<file path="src/rtl/mw_pipe_reg.sv">
// rtl/mw_pipe_reg.sv - Execute->Memory/Writeback pipeline register with flush and stall counter
// Define MW_PIPE_SKID_EN for the two-entry skid buffer with a registered in_ready.
module mw_pipe_reg #(
   parameter int DATA_W = 160,
   parameter int CTRL_W = 8,
   parameter int CNT_W  = 16
) (
   input  logic              clk,
   input  logic              rst,
   input  logic              flush,
   input  logic              in_valid,
   output logic              in_ready,
   input  logic [CTRL_W-1:0] in_ctrl,
   input  logic [DATA_W-1:0] in_data,
   output logic              out_valid,
   input  logic              out_ready,
   output logic [CTRL_W-1:0] out_ctrl,
   output logic [DATA_W-1:0] out_data,
   output logic [CNT_W-1:0]  stall_cnt
);

   typedef enum logic [1:0] {
      ST_EMPTY = 2'd0,
      ST_BUSY  = 2'd1,
      ST_FULL  = 2'd2
   } state_t;

   state_t            state_q, state_d;
   logic [CTRL_W-1:0] main_ctrl_q, main_ctrl_d;
   logic [DATA_W-1:0] main_data_q, main_data_d;
   logic [CNT_W-1:0]  stall_q, stall_d;
   logic              accept;
   logic              drain;

   assign out_valid = (state_q != ST_EMPTY);
   // Bubbles must never expose stale write enables downstream.
   assign out_ctrl  = out_valid ? main_ctrl_q : '0;
   assign out_data  = main_data_q;
   assign stall_cnt = stall_q;
   assign drain     = out_valid && out_ready;
   assign accept    = in_valid && in_ready && !flush;

   always_comb begin
      stall_d = stall_q;
      if (out_valid && !out_ready && (stall_q != {CNT_W{1'b1}})) begin
         stall_d = stall_q + CNT_W'(1);
      end
   end

`ifdef MW_PIPE_SKID_EN
   logic [CTRL_W-1:0] skid_ctrl_q, skid_ctrl_d;
   logic [DATA_W-1:0] skid_data_q, skid_data_d;

   // Decoded straight from the state flop, so no path from out_ready.
   assign in_ready = (state_q != ST_FULL);

   always_comb begin
      state_d     = state_q;
      main_ctrl_d = main_ctrl_q;
      main_data_d = main_data_q;
      skid_ctrl_d = skid_ctrl_q;
      skid_data_d = skid_data_q;
      case (state_q)
         ST_EMPTY: begin
            if (accept) begin
               main_ctrl_d = in_ctrl;
               main_data_d = in_data;
               state_d     = ST_BUSY;
            end
         end
         ST_BUSY: begin
            if (accept && drain) begin
               main_ctrl_d = in_ctrl;
               main_data_d = in_data;
            end else if (accept) begin
               skid_ctrl_d = in_ctrl;
               skid_data_d = in_data;
               state_d     = ST_FULL;
            end else if (drain) begin
               state_d = ST_EMPTY;
            end
         end
         ST_FULL: begin
            if (drain) begin
               main_ctrl_d = skid_ctrl_q;
               main_data_d = skid_data_q;
               state_d     = ST_BUSY;
            end
         end
         default: state_d = ST_EMPTY;
      endcase
      if (flush) begin
         state_d = ST_EMPTY;
      end
   end

   always_ff @(posedge clk) begin
      if (rst) begin
         skid_ctrl_q <= '0;
         skid_data_q <= '0;
      end else begin
         skid_ctrl_q <= skid_ctrl_d;
         skid_data_q <= skid_data_d;
      end
   end
`else
   assign in_ready = !out_valid || out_ready;

   always_comb begin
      state_d     = state_q;
      main_ctrl_d = main_ctrl_q;
      main_data_d = main_data_q;
      if (accept) begin
         main_ctrl_d = in_ctrl;
         main_data_d = in_data;
         state_d     = ST_BUSY;
      end else if (drain) begin
         state_d = ST_EMPTY;
      end
      if (flush) begin
         state_d = ST_EMPTY;
      end
   end
`endif

   always_ff @(posedge clk) begin
      if (rst) begin
         state_q     <= ST_EMPTY;
         main_ctrl_q <= '0;
         main_data_q <= '0;
         stall_q     <= '0;
      end else begin
         state_q     <= state_d;
         main_ctrl_q <= main_ctrl_d;
         main_data_q <= main_data_d;
         stall_q     <= stall_d;
      end
   end

endmodule

</file>
<file path="config.mk">
export PLATFORM = sky130hd
export DESIGN_NAME = mw_pipe_reg
export DESIGN_NICKNAME = d
export VERILOG_FILES = /design/src/rtl/mw_pipe_reg.sv
export SDC_FILE = /design/constraint.sdc
export NUM_CORES = 1
export LEC_CHECK = 0
export ABC_AREA = 0
export CORE_AREA = 2 2 138 140
export DETAILED_ROUTE_END_ITERATION = 6
export DIE_AREA = 0 0 140 142
export GPL_TIMING_DRIVEN = 0
export PLACE_DENSITY = 0.81
export SLEW_MARGIN = 25
export SYNTH_ARGS = -nofsm -noshare
export SYNTH_HDL_FRONTEND = slang
export SYNTH_SLANG_ARGS = --single-unit
</file>
<file path="constraint.sdc">
create_clock -name clk -period 2.2 [get_ports clk]
set_input_delay 0.44 -clock clk [delete_from_list [all_inputs] [get_ports clk]]
set_output_delay 0.44 -clock clk [all_outputs]
set_load 0.05 [all_outputs]
</file>
==> impl_metrics.toml <==
[outcome]
status = "finished, violations left"
violations = "design-rule violations"

[global_route]
grt_pass1_vias = 6729
grt_first_pass_wirelength_um = 34210
grt_overflow = 0
track_usage_pct = 21.57
grt_start_max_net_pins = 17
antenna_found_initial = 1

[worst_setup_path]
cp_data_required_time_ns = 1.76
cp-end-kind = "output port"
arrival_ns = 1.69
crit_slowest_cell = "clkdlybuf4s50_1"
max_stage_delay_ns = 0.86
crit_type = "flip-flop to output port"
critPathTopFamily = "buffers and inverters"
critPathLaunchType = "flip-flop"
crit_chain = "clkdlybuf4s50_1"
path_buf_inv = 1
crit_path_max_fanout = 6

[drt]
via_per_inst = 4.814
drt_first_pass_iters = 7
wirelength_um = 22140
vias = 7043
drc = 24
drtIter0Drc = 256
drtAntennaViolNets = 0
routedWlPerCell_um = 15.13

[die]
die_h_um = 142
pin_count = 359
rows = 50
dieArea_mm2 = 0.01988
coreArea_mm2 = 0.01846
die_w_um = 140
initial_utilization_pct = 35.80

[placement]
post-place-ws_ns = -0.9899
io_buffers = 357
place_inst = 1431
gp_congestion = 0.8213
hpwl_um = 16770

[power]
power_frac_seq_pct = 45.5
p_per_area_mw_per_mm2 = 709.1
p_int_mw = 5.549
p_comb_share_pct = 18.8
clkPwrFrac_pct = 35.7
netSwitchingFraction_pct = 29.16
leakage_nw = 4.096
max-vdd-ir-drop_v = 0.0005184
p_switching_mw = 2.284

[sta]
slew_viol_final = 0
fin_ws_ns = 0.06791
hold_ws_ns = 0.4440
grt_setup_unrepaired = "no"
final.min_clock_period_ns = 2.132
timing.fmax_ghz = 0.4690
finalClockSkew_ns = 0.008886
slew_headroom_pct = 47.64
fin_crit_sh_pct = 96.91
hold_viol = 0
setup_viol = 0
tightest_slew_ns = 0.7783

[layout]
synthToLayoutAreaGrowth_pct = 67.17
final_cells = 1463
drive_gt1_share_pct = 5.375
nets = 1390

[worst_hold_path]
hold_path_class = "primary input to flip-flop"

[cts]
cts_root_buf = "clkbuf_16"
cts_buffers = 17
insertion_delay_ns = 0.42
cts_tree = "built"
path_clk_slew_ns = 0.07
cts_hold_buf = 0
postCtsSetupBuffers = 0
cts_sinks = 185
htree_levels = 4
clockBufferDepth = 2

[logic_synthesis]
synth-xor-area-share_pct = 0
synth_area_mm2 = 0.006608
netlist_instances = 840
yosys_warnings = 0
synthesis.nets = 1014
synthAdderAreaFrac_pct = 0.1894
syn_avg_cell_area_um2 = 7.866
synth_edf_count = 0
synth-simple-area-share_pct = 24.12
synthMuxAreaShare_pct = 0.5113
synth_top_family_by_area = "simple AND/OR/NAND/NOR gates"
synthFlopType = "dfxtp_1"
seq_area_frac_synth_pct = 56.05
yosys_register_bits = 185
yosysUniqueCellTypes = 36
synthArstFlopShare_pct = 0
synth-compound-area-share_pct = 15.13

[job]
max-cap-violations = 0
==> per-layer routing <==
layer  vias up  GRT usage [%]  wire (µm)
li1       3514              -          -
met1      3223          24.58       8904
met2       254          37.46      10960
met3        52          6.494       1456
met5         -              0          0
met4         0          9.782        821
==> sequential cells by signal (all words and copies together) (netlist names) <==
name         cells
state_q          1
stall_cnt       16
out_data       160
main_ctrl_q      8
==> synthesized netlist by cell type (all sizes together) (2+ instances only) <==
library cell,number,area [µm²]
a311oi,3,26.28
o21ai,4,20.01
nand2,339,1272
nor3,5,25.02
nand3,4,20.02
nand3b,2,15.01
nor4,4,25.02
inv,5,18.76
nand4,5,31.28
dfxtp,185,3704
nor2,10,37.54
o31ai,4,30.03
clkbuf,45,168.9
and2,8,50.05
mux2,3,33.78
buf,15,76.32
or3,4,25.02
a21oi,178,890.9
or4,4,30.03
==> final cells by class <==
| cell class | instances | area (µm²) |
|---|---|---|
| fill | 1637 | 7410 |
| clock inverter | 12 | 91.34 |
| timing repair buffer | 357 | 3570 |
| antenna | 1 | 2.502 |
| sequential | 185 | 3707 |
| buffer | 60 | 272.8 |
| clock buffer | 19 | 432.9 |
| tap | 234 | 292.8 |
| multi-input combinational | 590 | 2658 |
| inverter | 5 | 18.77 |
==> path summary, 6_finish.rpt <==
kind / startpoint / endpoint / slack (ns) / depth (start not counted)
max reg2reg: state_q[0] / stall_cnt[10] / 0.17 / 7
max: stall_cnt[5] / stall_cnt[5] / 0.07 / 1
min reg2reg: main_ctrl_q[5] / main_ctrl_q[5] / 0.45 / 2
min: rst / stall_cnt[15] / 0.44 / 3
==> logic make-up (layout without fill, tap and decap cells) <==
group | Yosys count | in the layout
flip-flops | 185 | 185
AND/OR/NAND/NOR | 393 | 393
AO/OA/AOI/OAI | 193 | 193
buffers and inverters | 65 | 453
adder cells (fa/ha/maj) | 1 | 1
other | 0 | 1
multiplexers | 3 | 3
==> power groups by stage <==
stage	clock network (mW)	registers (mW)	logic [mW]
finish	2.80	3.57	1.47
global route	2.99	3.58	1.56
floorplan	0	4.11	0.302
CTS	2.87	3.57	1.47
global placement	0	3.64	1.45
detailed placement	0	3.64	1.47
==> metrics by stage <==
step	power, mW	util (%)	instance area [µm²]	setup TNS [ns]
final	7.832	59.85	11050	0
after CTS	7.906	59.61	11000	0
after floorplan	4.414	-	6611	0
after detailed placement	5.108	56.77	10480	-130.50
after global routing	8.133	59.85	11050	0
after global placement	5.089	56.77	10480	-129.13
==> worst register-to-register path, cell delays in order, from the launching register on <==
cell and delay, ns:
dfxtp_2 0.42, and2b_1 0.14, buf_4 0.15, inv_2 0.08, or3_1 0.38, buf_4 0.16
or4_1 0.49, a21oi_1 0.12
==> placed cells by master (no fill, tap or decap), types with 2 or more instances in the layout <==
cell / instances
a311oi_1: 3
clkbuf_1: 31
or3_1: 4
nand4_1: 5
inv_1: 4
clkbuf_2: 14
a21oi_1: 178
o21ai_0: 3
buf_4: 3
clkdlybuf4s50_1: 339
nor3_1: 5
and2_1: 8
clkinv_2: 2
dfxtp_2: 3
or4_1: 4
dlymetal6s2s_1: 6
buf_2: 13
nor4_1: 3
nand3_1: 4
dlygate4sd2_1: 11
inv_6: 4
o31ai_1: 4
dfxtp_1: 182
clkbuf_16: 17
nand2_1: 339
nand3b_1: 2
nor2_1: 10
clkinvlp_4: 5
mux2_1: 3
==> what timing repair did <==
action,4_1_cts,5_1_grt
setup endpoints to repair,162,127
resized for setup,22,34
pin swaps,0,1
(Power assumes the default switching activity.)
